### src/rtl/vecmul_pkg.sv
// Shared definitions for the vector dot-product sequencer and multiplier wrapper.
package vecmul_pkg;

  // Sequencer states; the encoding is fixed so it stays stable in waveforms and debug.
  typedef enum logic [1:0] {
    IDLE  = 2'd0,
    ISSUE = 2'd1,
    DRAIN = 2'd2,
    DONE  = 2'd3
  } seq_state_e;

  // Width needed to hold the sum of n products of two w-bit unsigned values.
  function automatic int acc_width(input int n, input int w);
    return 2 * w + $clog2(n + 1);
  endfunction

endpackage

### src/rtl/issue_tag_pipe.sv
// DEPTH-stage 1-bit delay line.
// Tracks each multiplier issue until its product returns, and emits the accumulate strobe.
module issue_tag_pipe #(
  parameter int DEPTH = 1
) (
  input  logic clock,
  input  logic reset,
  input  logic tag_in,
  output logic tag_out
);

  logic [DEPTH-1:0] pipe_q;
  logic [DEPTH-1:0] pipe_d;

  generate
    if (DEPTH == 1) begin : g_single
      // A one-deep pipe simply samples the incoming tag.
      always_comb pipe_d = tag_in;
    end else begin : g_multi
      // Shift the tags one stage toward the output every cycle.
      always_comb pipe_d = {pipe_q[DEPTH-2:0], tag_in};
    end
  endgenerate

  // Reset drops every in-flight tag, so products of an abandoned operation are never accumulated.
  always_ff @(posedge clock or posedge reset) begin
    if (reset) pipe_q <= '0;
    else       pipe_q <= pipe_d;
  end

  assign tag_out = pipe_q[DEPTH-1];

endmodule

### src/rtl/vector_mul_sequencer.sv
// Streams two latched N-element vectors through an external pipelined multiplier.
// Accumulates the returning products and reports the dot product with a one-cycle done pulse.
module vector_mul_sequencer
  import vecmul_pkg::*;
#(
  parameter int N       = 3,
  parameter int W       = 3,
  parameter int MUL_LAT = 1,
  parameter int ACC_W   = acc_width(N, W)
) (
  input  logic             clock,
  input  logic             reset,
  input  logic             start,
  input  logic [N*W-1:0]   vec_a,
  input  logic [N*W-1:0]   vec_b,
  output logic [W-1:0]     mul_a,
  output logic [W-1:0]     mul_b,
  output logic             mul_valid,
  input  logic [2*W-1:0]   mul_out,
  output logic             busy,
  output logic             done,
  output logic [ACC_W-1:0] result
);

  localparam int IDX_W = $clog2(N + 1);
  localparam logic [IDX_W-1:0] LAST_IDX = IDX_W'(N - 1);

  seq_state_e       state_q, state_d;
  logic [N*W-1:0]   vec_a_q, vec_a_d;
  logic [N*W-1:0]   vec_b_q, vec_b_d;
  logic [IDX_W-1:0] idx_q, idx_d;
  logic [IDX_W-1:0] idx_next;
  logic [IDX_W-1:0] cnt_q, cnt_d;
  logic [ACC_W-1:0] acc_q, acc_d;
  logic [ACC_W-1:0] result_q, result_d;
  logic             mul_valid_q, mul_valid_d;
  logic [W-1:0]     mul_a_q, mul_a_d;
  logic [W-1:0]     mul_b_q, mul_b_d;
  logic             busy_q, busy_d;
  logic             done_q, done_d;
  logic             acc_strobe;
  logic             last_product;

  issue_tag_pipe #(
    .DEPTH(MUL_LAT)
  ) u_tag_pipe (
    .clock  (clock),
    .reset  (reset),
    .tag_in (mul_valid_q),
    .tag_out(acc_strobe)
  );

  // Next-state logic.
  // Accumulates a returning product whenever its tag exits the pipe.
  // Advances the issue index, and drives the registered outputs for the coming cycle.
  always_comb begin
    state_d      = state_q;
    vec_a_d      = vec_a_q;
    vec_b_d      = vec_b_q;
    idx_d        = idx_q;
    idx_next     = idx_q + IDX_W'(1);
    cnt_d        = cnt_q;
    acc_d        = acc_q;
    result_d     = result_q;
    mul_valid_d  = 1'b0;
    mul_a_d      = '0;
    mul_b_d      = '0;
    busy_d       = 1'b0;
    done_d       = 1'b0;
    last_product = acc_strobe && (cnt_q == LAST_IDX);

    if (acc_strobe) begin
      acc_d = acc_q + ACC_W'(mul_out);
      cnt_d = cnt_q + IDX_W'(1);
    end

    case (state_q)
      IDLE, DONE: begin
        if (start) begin
          state_d     = ISSUE;
          vec_a_d     = vec_a;
          vec_b_d     = vec_b;
          idx_d       = '0;
          cnt_d       = '0;
          acc_d       = '0;
          mul_valid_d = 1'b1;
          mul_a_d     = vec_a[W-1:0];
          mul_b_d     = vec_b[W-1:0];
          busy_d      = 1'b1;
        end else begin
          state_d = IDLE;
        end
      end
      ISSUE: begin
        if (idx_q == LAST_IDX) begin
          if (last_product) begin
            state_d  = DONE;
            done_d   = 1'b1;
            result_d = acc_d;
          end else begin
            state_d = DRAIN;
            busy_d  = 1'b1;
          end
        end else begin
          idx_d       = idx_next;
          mul_valid_d = 1'b1;
          mul_a_d     = vec_a_q[int'(idx_next)*W +: W];
          mul_b_d     = vec_b_q[int'(idx_next)*W +: W];
          busy_d      = 1'b1;
        end
      end
      DRAIN: begin
        if (last_product) begin
          state_d  = DONE;
          done_d   = 1'b1;
          result_d = acc_d;
        end else begin
          busy_d = 1'b1;
        end
      end
      default: state_d = IDLE;
    endcase
  end

  // State and output registers; reset abandons any operation in progress.
  always_ff @(posedge clock or posedge reset) begin
    if (reset) begin
      state_q     <= IDLE;
      vec_a_q     <= '0;
      vec_b_q     <= '0;
      idx_q       <= '0;
      cnt_q       <= '0;
      acc_q       <= '0;
      result_q    <= '0;
      mul_valid_q <= 1'b0;
      mul_a_q     <= '0;
      mul_b_q     <= '0;
      busy_q      <= 1'b0;
      done_q      <= 1'b0;
    end else begin
      state_q     <= state_d;
      vec_a_q     <= vec_a_d;
      vec_b_q     <= vec_b_d;
      idx_q       <= idx_d;
      cnt_q       <= cnt_d;
      acc_q       <= acc_d;
      result_q    <= result_d;
      mul_valid_q <= mul_valid_d;
      mul_a_q     <= mul_a_d;
      mul_b_q     <= mul_b_d;
      busy_q      <= busy_d;
      done_q      <= done_d;
    end
  end

  assign mul_a     = mul_a_q;
  assign mul_b     = mul_b_q;
  assign mul_valid = mul_valid_q;
  assign busy      = busy_q;
  assign done      = done_q;
  assign result    = result_q;

endmodule

### config.mk
export PLATFORM = sky130hd
export DESIGN_NAME = vector_mul_sequencer
export DESIGN_NICKNAME = d
export VERILOG_FILES = /design/src/rtl/vecmul_pkg.sv /design/src/rtl/issue_tag_pipe.sv /design/src/rtl/vector_mul_sequencer.sv
export SDC_FILE = /design/constraint.sdc
export NUM_CORES = 1
export LEC_CHECK = 0
export BUFFER_PORTS_ARGS = -buffer_cell sky130_fd_sc_hd__buf_4
export CAP_MARGIN = 15
export CORE_MARGIN = 2
export CORE_UTILIZATION = 55
export DETAILED_ROUTE_END_ITERATION = 6
export PLACE_DENSITY = 0.87
export RECOVER_POWER = 25
export SYNTH_ARGS = -nofsm -noshare
export SYNTH_HDL_FRONTEND = slang
export SYNTH_HIERARCHICAL = 1
export SYNTH_SLANG_ARGS = --single-unit
### constraint.sdc
create_clock -name clock -period 2.2 [get_ports clock]
set_clock_uncertainty 0.15 [all_clocks]
set_input_delay 0.33 -clock clock [delete_from_list [all_inputs] [get_ports clock]]
set_output_delay 0.33 -clock clock [all_outputs]
set_load 0.05 [all_outputs]
# ---- Yosys cells after proc, flatten, opt, wreduce, memory -nomap -nowiden
# Cells that the tools add are included.
dict set report totals {
  reg_bits 50
  input_bits 27
  out_inout_bits 17
  word_cells 69
}
dict set report op_classes {
  n_addsub 3
  multipliers 1
  n_eq_ne 9
  n_shift 2
  muxes 32
  reduce_logical 9
}
# cell count
set ops {}
lappend ops {{two-way mux 8 bit} 5}
lappend ops {{indexed part select 9 x 32 -> 3 bit} 1}
lappend ops {{one-hot mux 8 bit (2 select lines)} 1}
lappend ops {{two-way mux 2 bit} 7}
lappend ops {{two-way mux 3 bit} 4}
lappend ops {{one-hot mux 3 bit (2 select lines)} 2}
lappend ops {{indexed part select 9 x 5 -> 3 bit} 1}
lappend ops {{adder 8 x 6 -> 8 bit} 1}
lappend ops {{equality test 2 bit (second input constant)} 4}
lappend ops {{two-way mux 1 bit} 8}
lappend ops {{!= test 2 bit (second input constant)} 4}
lappend ops {{one-hot mux 2 bit (3 select lines)} 1}
lappend ops {{AND reduction 2 bit} 3}
lappend ops {{adder 2 x 1 -> 2 bit (second input constant)} 2}
lappend ops {{multiplier 2 x 2 -> 4 bit (second input constant)} 1}
lappend ops {{one-hot mux 1 bit (2 select lines)} 2}
lappend ops {{one-hot mux 2 bit (2 select lines)} 1}
lappend ops {{nonzero test 2 bit} 2}
lappend ops {{one-hot mux 1 bit (3 select lines)} 1}
lappend ops {{AND reduction 3 bit} 1}
lappend ops {{equality test 2 x 1 -> 1 bit (second input constant)} 1}
lappend ops {{zero test 2 bit} 1}
lappend ops {{OR reduction 2 bit} 1}
lappend ops {{logical AND 1 bit} 1}

# ---- Longest topological paths before layout
# Gate-level depths: netlist of the first run.
dict set report logic_depth {
  word_depth 5
  depth_mapped 8
  ltp_nobuf 6
}

# ---- Modules after synthesis
# The synthesis of the first run kept the hierarchy.
# mod n_inst cells_each area_each_um2 seq_area_each_um2
set modules_own_cells {}
lappend modules_own_cells {vector_mul_sequencer 1 256 2412.3 1226.2}
lappend modules_own_cells {issue_tag_pipe 1 2 28.8 25.0}

# ---- Least setup slack after synthesis of the first run
# No wires, ideal clock.
dict set report synth_timing {
  path_type {register -> register}
  start {reg acc_q[0]}
  end {reg result_q[6] (netlist: result[6])}
  setup_time_ns 0.135
  arrival_time_ns 1.692
  required_time_ns 1.915
  slack_ns 0.224
  stages_incl_launch_ff 7
  path_buffers 0
  synth_period_minus_slack_ns 1.976
  path_cell_list {dfrtp_1 ha_1 fa_1 a211o_1 a211oi_1 or3_1 a31oi_1}
}
dict set report synth_via {
  elab_chain_len 5
}
# element line
set synth_lines {}
lappend synth_lines {{start, declared} vector_mul_sequencer.sv:34} ;# logic [ACC_W-1:0] acc_q, acc_d;
lappend synth_lines {{start signal, assigned} vector_mul_sequencer.sv:133} ;# acc_q <= '0;
lappend synth_lines {{start signal, assigned} vector_mul_sequencer.sv:146} ;# acc_q <= acc_d;
lappend synth_lines {{adder 8 x 6 -> 8 bit (*)} vector_mul_sequencer.sv:73} ;# acc_d = acc_q + ACC_W'(mul_out);
lappend synth_lines {{two-way mux 8 bit (*)} vector_mul_sequencer.sv:72} ;# if (acc_strobe) begin
lappend synth_lines {{two-way mux 8 bit (*)} {vector_mul_sequencer.sv:96, vector_mul_sequencer.sv:113}}
lappend synth_lines {{two-way mux 8 bit} vector_mul_sequencer.sv:95} ;# if (idx_q == LAST_IDX) begin
lappend synth_lines {{one-hot mux 8 bit (2 select lines) (*)} vector_mul_sequencer.sv:77} ;# case (state_q)
lappend synth_lines {{end signal, assigned} vector_mul_sequencer.sv:147} ;# result_q <= result_d;
lappend synth_lines {{end, declared} vector_mul_sequencer.sv:35} ;# logic [ACC_W-1:0] result_q, result_d;
# Mark *: on every way between the ends. The rest lies on a longest branch, timed or not. The select of a mux whose other input is x is not followed.
# A chain may end at the register's enable or synchronous reset.

# ---- Final worst setup path of the first run
dict set report layout_timing {
  start {reg acc_q[0]}
  end {reg acc_q[6]}
}
dict set report layout_via {
  elab_chain_len 4
}
# element line
set layout_lines {}
lappend layout_lines {{adder 8 x 6 -> 8 bit (*)} vector_mul_sequencer.sv:73}
lappend layout_lines {{two-way mux 8 bit (*)} vector_mul_sequencer.sv:72}
lappend layout_lines {{two-way mux 8 bit} vector_mul_sequencer.sv:79} ;# if (start) begin
lappend layout_lines {{two-way mux 8 bit (*)} vector_mul_sequencer.sv:77}
lappend layout_lines {{via acc_d[6]} vector_mul_sequencer.sv:34}
# The timed path passes the listed nets; every way through them passes the cells marked *.

==> key figures, run 1 <==
GRT
  • Total congestion overflow: 0
  • Grt met1 use: 27.8%
  • Grt met3 use: 4.56%
  • Grt peak-use layer: met2
  • Vias in the first global route: 1931
  • Tot GR Track Use: 21.8%
  • First-pass GRT wire length: 8.65 mm
  • Pin count of the biggest net entering global routing: 30
  • Initial antenna violation count: 0
  • Grt met2 use: 37.8%

Yosys
  • Netlist cell types: 37
  • Biggest area consumer among synthesized cells: dfrtp_1
  • Cells after Synth: 258
  • Syn Area/Cell: 9.46 um2
  • Synth warnings: 6
  • Seq/Total Area, Yosys: 51.3%
  • Post-synth EDFFs: 0
  • FFs w/ async S/R, synth: 100%
  • Post-synth top area share: 51.3%
  • Synth Flop Type: dfrtp_1
  • Post-Syn Area: 2440 um2
  • Top-count cell post-synth: nand2_1
  • Post-Syn Nets: 296
  • Synthesized flop and latch total: 50
  • Synth area leaders: dfrtp_1, nand2_1, ha_1
  • Top cells by count, synth: nand2_1, dfrtp_1, a21oi_1, nor2_1

Routing
  • Post-DR vias/cell: 5.51
  • First DRT Iteration DRCs: 108
  • Number of remaining DRC errors: 0
  • Detail Route Antenna Nets: 0
  • Via count: 1983
  • DR pass1 iterations: 4
  • Final WL: 5.31 mm
  • Routed WL per cell: 14.7 um

Power
  • VDD IR max: 0.471 mV
  • Lkg Pwr: 1.42 nW
  • Power Dens Cells: 611 nW/um2

STA
  • RSZ-0062 raised after global routing: no
  • Max Slew Vio Count: 0
  • Final Hold Viols: 0
  • Post-layout min period: 2.06 ns
  • Hold slack: 0.0569 ns
  • Setup TNS: 0 ns
  • Slew @ Worst Pin: 0.821 ns
  • Final Cycle Share: 93.7%
  • Max Freq: 485 MHz
  • Final setup viols: 0
  • Rel. slew slack: 45.2%

Setup path
  • CP Launch Point: acc_q[0]
  • Reg2Reg Setup Slack: 0.14 ns
  • Crit path kind: reg2reg
  • Critical R2R Capture: acc_q[6]
  • Crit path to: acc_q[6]
  • FF-to-FF path depth: 6
  • WP data required: 2.29 ns
  • R2R Path Start: acc_q[0]
  • WP data arrival: 2.15 ns
  • Critical Path End Type: register
  • Worst setup SP type: register
  • Crit path max fanout: 3

Run status
  • Status: completed

Finish
  • Fin cells: 360
  • # diodes: 0
  • Final Cell Area: 2940 um2
  • Fillers: 361
  • Nets: 345
  • Layout cells sized above 1: 18.5%
  • Area growth syn-to-layout: 20.2%

Worst hold path
  • Min-Delay Path Class: in2reg

Floorplanning
  • Core area: 4320 um2
  • I/O pins: 44
  • Die width: 70.6 um
  • Die area: 4990 um2
  • Initial Utilization: 56.5%
  • Die span in y: 70.6 um
  • Core Rows: 24

Clock network
  • CTS tree: built
  • Clock Sinks: 50
  • Inserted Clock Buffers: 5
  • Longest Clk Path Bufs: 2
  • CTS H-Tree Depth: 2
  • Clk pin slew, worst setup/hold paths: 0.09 ns
  • Postcts setup bufs: 0
  • Root buf cell: clkbuf_8
  • Clk_lat worst skew: 0.31 ns

Place
  • Cells after DPL: 351
  • Routability Congestion: 0.875
  • Dpl cell area: 2860 um2
  • Port bufs: 43
  • Post-detail-place hpwl: 3.82 mm

Job
  • MaxCap Viol Count: 0
-- power breakdown --
| group | internal, mW | switching [mW] | total [mW] |
|---|---|---|---|
| Combinational | 0.130 | 0.151 | 0.281 |
| Sequential | 0.944 | 0.0174 | 0.961 |
| Clock | 0.254 | 0.297 | 0.551 |
| Total | 1.33 | 0.465 | 1.79 |
-- how the worst min path moves through the flow --
stage             start            endpoint  slack (ns)  cells past startpoint
6_report       vec_b[4]          vec_b_q[4]        0.06                      3
5_1_grt        vec_a[3]          vec_a_q[3]        0.06                      3
4_1_cts        vec_a[6]          vec_a_q[6]        0.05                      3
3_5_place_dp      reset  u_tag_pipe/tag_out        0.05                      2
3_3_place_gp      reset  u_tag_pipe/tag_out        0.04                      2
2_1_floorplan     reset  u_tag_pipe/tag_out       -0.09                      1
-- logic make-up (layout without fill, tap and decap cells) --
| group | Yosys count | count (layout) | synth area share [%] |
|---|---|---|---|
| compound gates | 58 | 58 | 16.1 |
| xor+xnor | 2 | 2 | 0.718 |
| fa+ha+maj | 11 | 11 | 5.95 |
| buf+inv | 20 | 70 | 4.10 |
| flops | 50 | 50 | 51.3 |
| mux | 9 | 9 | 3.69 |
| simple gates | 108 | 108 | 18.2 |
-- cell usage in the layout (no fill, tap or decap) --
cell type	instances
a2111oi_2	2
a211o_1	3
a211oi_1	2
a211oi_2	1
a21o_1	3
a21oi_1	18
a221o_1	1
a22o_1	2
a311oi_1	1
a31o_2	1
a31oi_1	2
and2_1	2
buf_12	2
buf_4	43
clkbuf_1	9
clkbuf_8	6
clkinv_2	1
dfrtp_1	50
dlygate4sd3_1	1
fa_1	1
ha_1	10
inv_1	8
mux2i_1	9
nand2_1	76
nand3_1	4
nand3b_1	1
nand4b_1	1
nor2_1	16
nor2b_1	3
nor3_1	2
o211ai_1	1
o21a_1	3
o21ai_0	10
o21ai_1	1
o21bai_1	1
o2bb2ai_1	5
o31ai_1	1
or2_4	1
or3_1	2
xnor2_1	2
-- critical path, cell delays in order, from the launching register on --
cell and delay (ns):
dfrtp_1 0.39, ha_1 0.22, fa_1 0.41, a211o_1 0.30
a211oi_2 0.21, o21ai_0 0.16, a21oi_1 0.16
-- registers in the layout, indices dropped and copies added (netlist names), 2 cells and up --
register,count
mul_a,3
cnt_q,2
vec_a_q,9
vec_b_q,9
state_q,2
idx_q,2
mul_b,3
result,8
acc_q,8
-- stage by stage --
step           power [mW]  utilization, %  setup WS, ns
3_3_place_gp         1.24            66.1         0.109
4_1_cts              1.80            68.5        0.0784
5_1_grt              1.87            67.9        0.0391
2_1_floorplan        1.16               -         0.224
3_5_place_dp         1.25            66.1      -0.00320
6_report             1.79            67.9         0.138
-- routing by layer --
metal | routed length, um | vias up
met2 | 2700 | 41
met5 | 0 | -
met1 | 2330 | 960
met3 | 197 | 7
li1 | - | 975
met4 | 80 | 0
-- layout make-up --
class                   instances  area (um2)  area share [%]
multi-input cells             188        1090            37.3
flip-flops and latches         50        1250            42.6
clock buffers                   7        86.3            2.94
well taps                      52        65.1            2.22
repair buffers                 54         403            13.7
clock inverters                 1        5.00           0.171
inverters                       8        30.0            1.02
-- repair_timing --
item,in CTS,in global routing
setup endpoints to repair,0,2
hold endpoints to repair,21,0
hold buffers,1,0
gates resized for setup,0,1
No activity file was read; power rests on OpenSTA's default activity.
==> inputs of run 2 (changes only) <==
RECOVER_POWER = 100   (was 25)
==> run 2 against run 1 <==
Compared with the run above:
- largest cell class unchanged
- highest routed layer unchanged
- combinational power down 4%
- first-iteration DRC count up 19%
- cell area down 2.4%
- core utilization down 1.6 points
- setup slack worse by 0.0087 ns
- via count about the same
- final cell count unchanged
- critical path depth unchanged
- sequential power about the same
- total power down 0.62%
==> key figures, run 2 (synthesized netlist as in run 1, its figures left out) <==
Routing
  • Number of remaining DRC errors: 0
  • Final WL: 5.29 mm
  • Post-DR vias/cell: 5.51
  • DR pass1 iterations: 4
  • Routed WL per cell: 14.7 um
  • Via count: 1984
  • First DRT Iteration DRCs: 129
  • Detail Route Antenna Nets: 0

Floorplanning
  • I/O pins: 44
  • Die area: 4990 um2
  • Initial Utilization: 56.5%
  • Die width: 70.6 um
  • Die span in y: 70.6 um
  • Core area: 4320 um2
  • Core Rows: 24

Finish
  • Layout cells sized above 1: 14.3%
  • Commonest cells after routing, fill and taps aside: nand2_1, dfrtp_1, buf_4, clkbuf_1, a21oi_1
  • Final Cell Area: 2870 um2
  • Reg area: 1250 um2
  • Biggest regs: vec_a_q x9, vec_b_q x9
  • Fillers: 375
  • Nets: 345
  • Multi-input logic area: 1090 um2
  • Area growth syn-to-layout: 17.4%
  • # diodes: 0
  • Commonest non-fill, non-tap cell in the layout: nand2_1

Power
  • Clock power share: 30.8%
  • VDD IR max: 0.471 mV
  • Net Sw Frac: 25.9%
  • Comb power frac: 15.2%
  • Switching power: 461 uW
  • Total power: 1.78 mW
  • Lkg Pwr: 1.37 nW
  • Reg power frac: 54.0%
  • Power Dens Cells: 622 nW/um2
  • Cell Int Power: 1.32 mW

STA
  • Final Hold Viols: 0
  • Max Slew Vio Count: 0
  • Hold slack: 0.0563 ns
  • Setup TNS: 0 ns
  • Slew @ Worst Pin: 0.768 ns
  • Final setup viols: 0
  • Final Cycle Share: 94.1%
  • Post-layout min period: 2.07 ns
  • Max Freq: 483 MHz
  • Rel. slew slack: 48.7%
  • RSZ-0062 raised after global routing: no

Setup path
  • Worst path bufs/invs: 0
  • R2R Path Start: acc_q[0]
  • Critical Path End Type: register
  • Worst setup SP type: register
  • Crit path max fanout: 3
  • WP data required: 2.28 ns
  • Crit path kind: reg2reg
  • Reg2Reg Setup Slack: 0.13 ns
  • Crit-path slowest cell: fa_1
  • WP data arrival: 2.15 ns
  • CP top delay family: compound AO/OA/AOI/OAI gates
  • WP depth: 6
  • CP peak stage delay: 0.41 ns
  • Critical R2R Capture: acc_q[6]
  • Cell Chain, Critical Path: ha_1 -> fa_1 -> a211o_1 -> a211oi_2 -> o21ai_0 -> a21oi_1
  • FF-to-FF path depth: 6

Place
  • Routability Congestion: 0.875
  • Post-detail-place hpwl: 3.82 mm
  • Dpl cell area: 2860 um2
  • Port bufs: 43

Job
  • MaxCap Viol Count: 0

Clock network
  • Clk_lat worst skew: 0.31 ns
  • Clk pin slew, worst setup/hold paths: 0.09 ns
  • CTS tree: built
  • Longest Clk Path Bufs: 2
  • CTS H-Tree Depth: 2
  • Inserted Clock Buffers: 5
  • Clock Sinks: 50
  • Root buf cell: clkbuf_8

GRT
  • Total congestion overflow: 0
  • Initial antenna violation count: 0
  • Pin count of the biggest net entering global routing: 30
  • Tot GR Track Use: 21.8%
  • Vias in the first global route: 1931
  • First-pass GRT wire length: 8.65 mm

Worst hold path
  • Hold wc startpoint: vec_b[4]
  • Hold endpoint: vec_b_q[4]
  • Min-Delay Path Depth: 3
  • Min-Delay Path Class: in2reg

Run status
  • Status: completed
run 2: routing by layer:
metal,vias up,global-route usage (%),wire length (um)
li1,974,-,-
met2,41,37.8,2680
met3,9,4.56,220
met4,0,6.50,95
met1,960,27.8,2290
met5,-,0,0
run 2: stage by stage:
| stage | util, % | instances | setup slack (ns) |
|---|---|---|---|
| 6_report | 66.3 | 360 | 0.129 |
| 3_3_place_gp | 66.1 | 351 | 0.109 |
| 4_1_cts | 68.5 | 360 | 0.0784 |
| 3_5_place_dp | 66.1 | 351 | -0.00320 |
| 2_1_floorplan | - | 258 | 0.224 |
| 5_1_grt | 66.3 | 360 | 0.0399 |
run 2: final cells by class:
class                      count  share of cell area (%)
timing repair buffer          54                    11.8
inverter                       8                    1.05
multi-input combinational    188                    38.0
sequential                    50                    43.7
clock inverter                 1                   0.175
tap                           52                    2.27
clock buffer                   7                    3.01
run 2: worst max path at each step:
| stage | endpoint | slack [ns] | startpoint |
|---|---|---|---|
| 2_1_floorplan | result[6] | 0.22 | acc_q[0] |
| 3_3_place_gp | result[6] | 0.11 | mul_out[0] |
| 3_5_place_dp | acc_q[6] | -0.003 | mul_out[0] |
| 4_1_cts | result[6] | 0.08 | acc_q[0] |
| 5_1_grt | acc_q[6] | 0.04 | acc_q[0] |
| 6_report | acc_q[6] | 0.13 | acc_q[0] |
run 2: tightest hold or removal path, cell delays in order:
cell and delay, ns:
buf_4 0.07, nand2_1 0.04, nand2_1 0.04
run 2: power by group through the flow:
stage / Combinational [mW] / Clock (mW) / Sequential (mW)
floorplan: 0.186 / 0 / 0.974
global placement: 0.262 / 0 / 0.977
detailed placement: 0.271 / 0 / 0.979
CTS: 0.275 / 0.559 / 0.961
global route: 0.299 / 0.597 / 0.964
finish: 0.271 / 0.549 / 0.961
run 2: timing repair:
item                                    4_1_cts  5_1_grt
setup buffers                                 0        0
endpoints found under the hold margin        21        0
hold buffers                                  1        0
endpoints found under the setup margin        0        2
resized for setup                             0        1
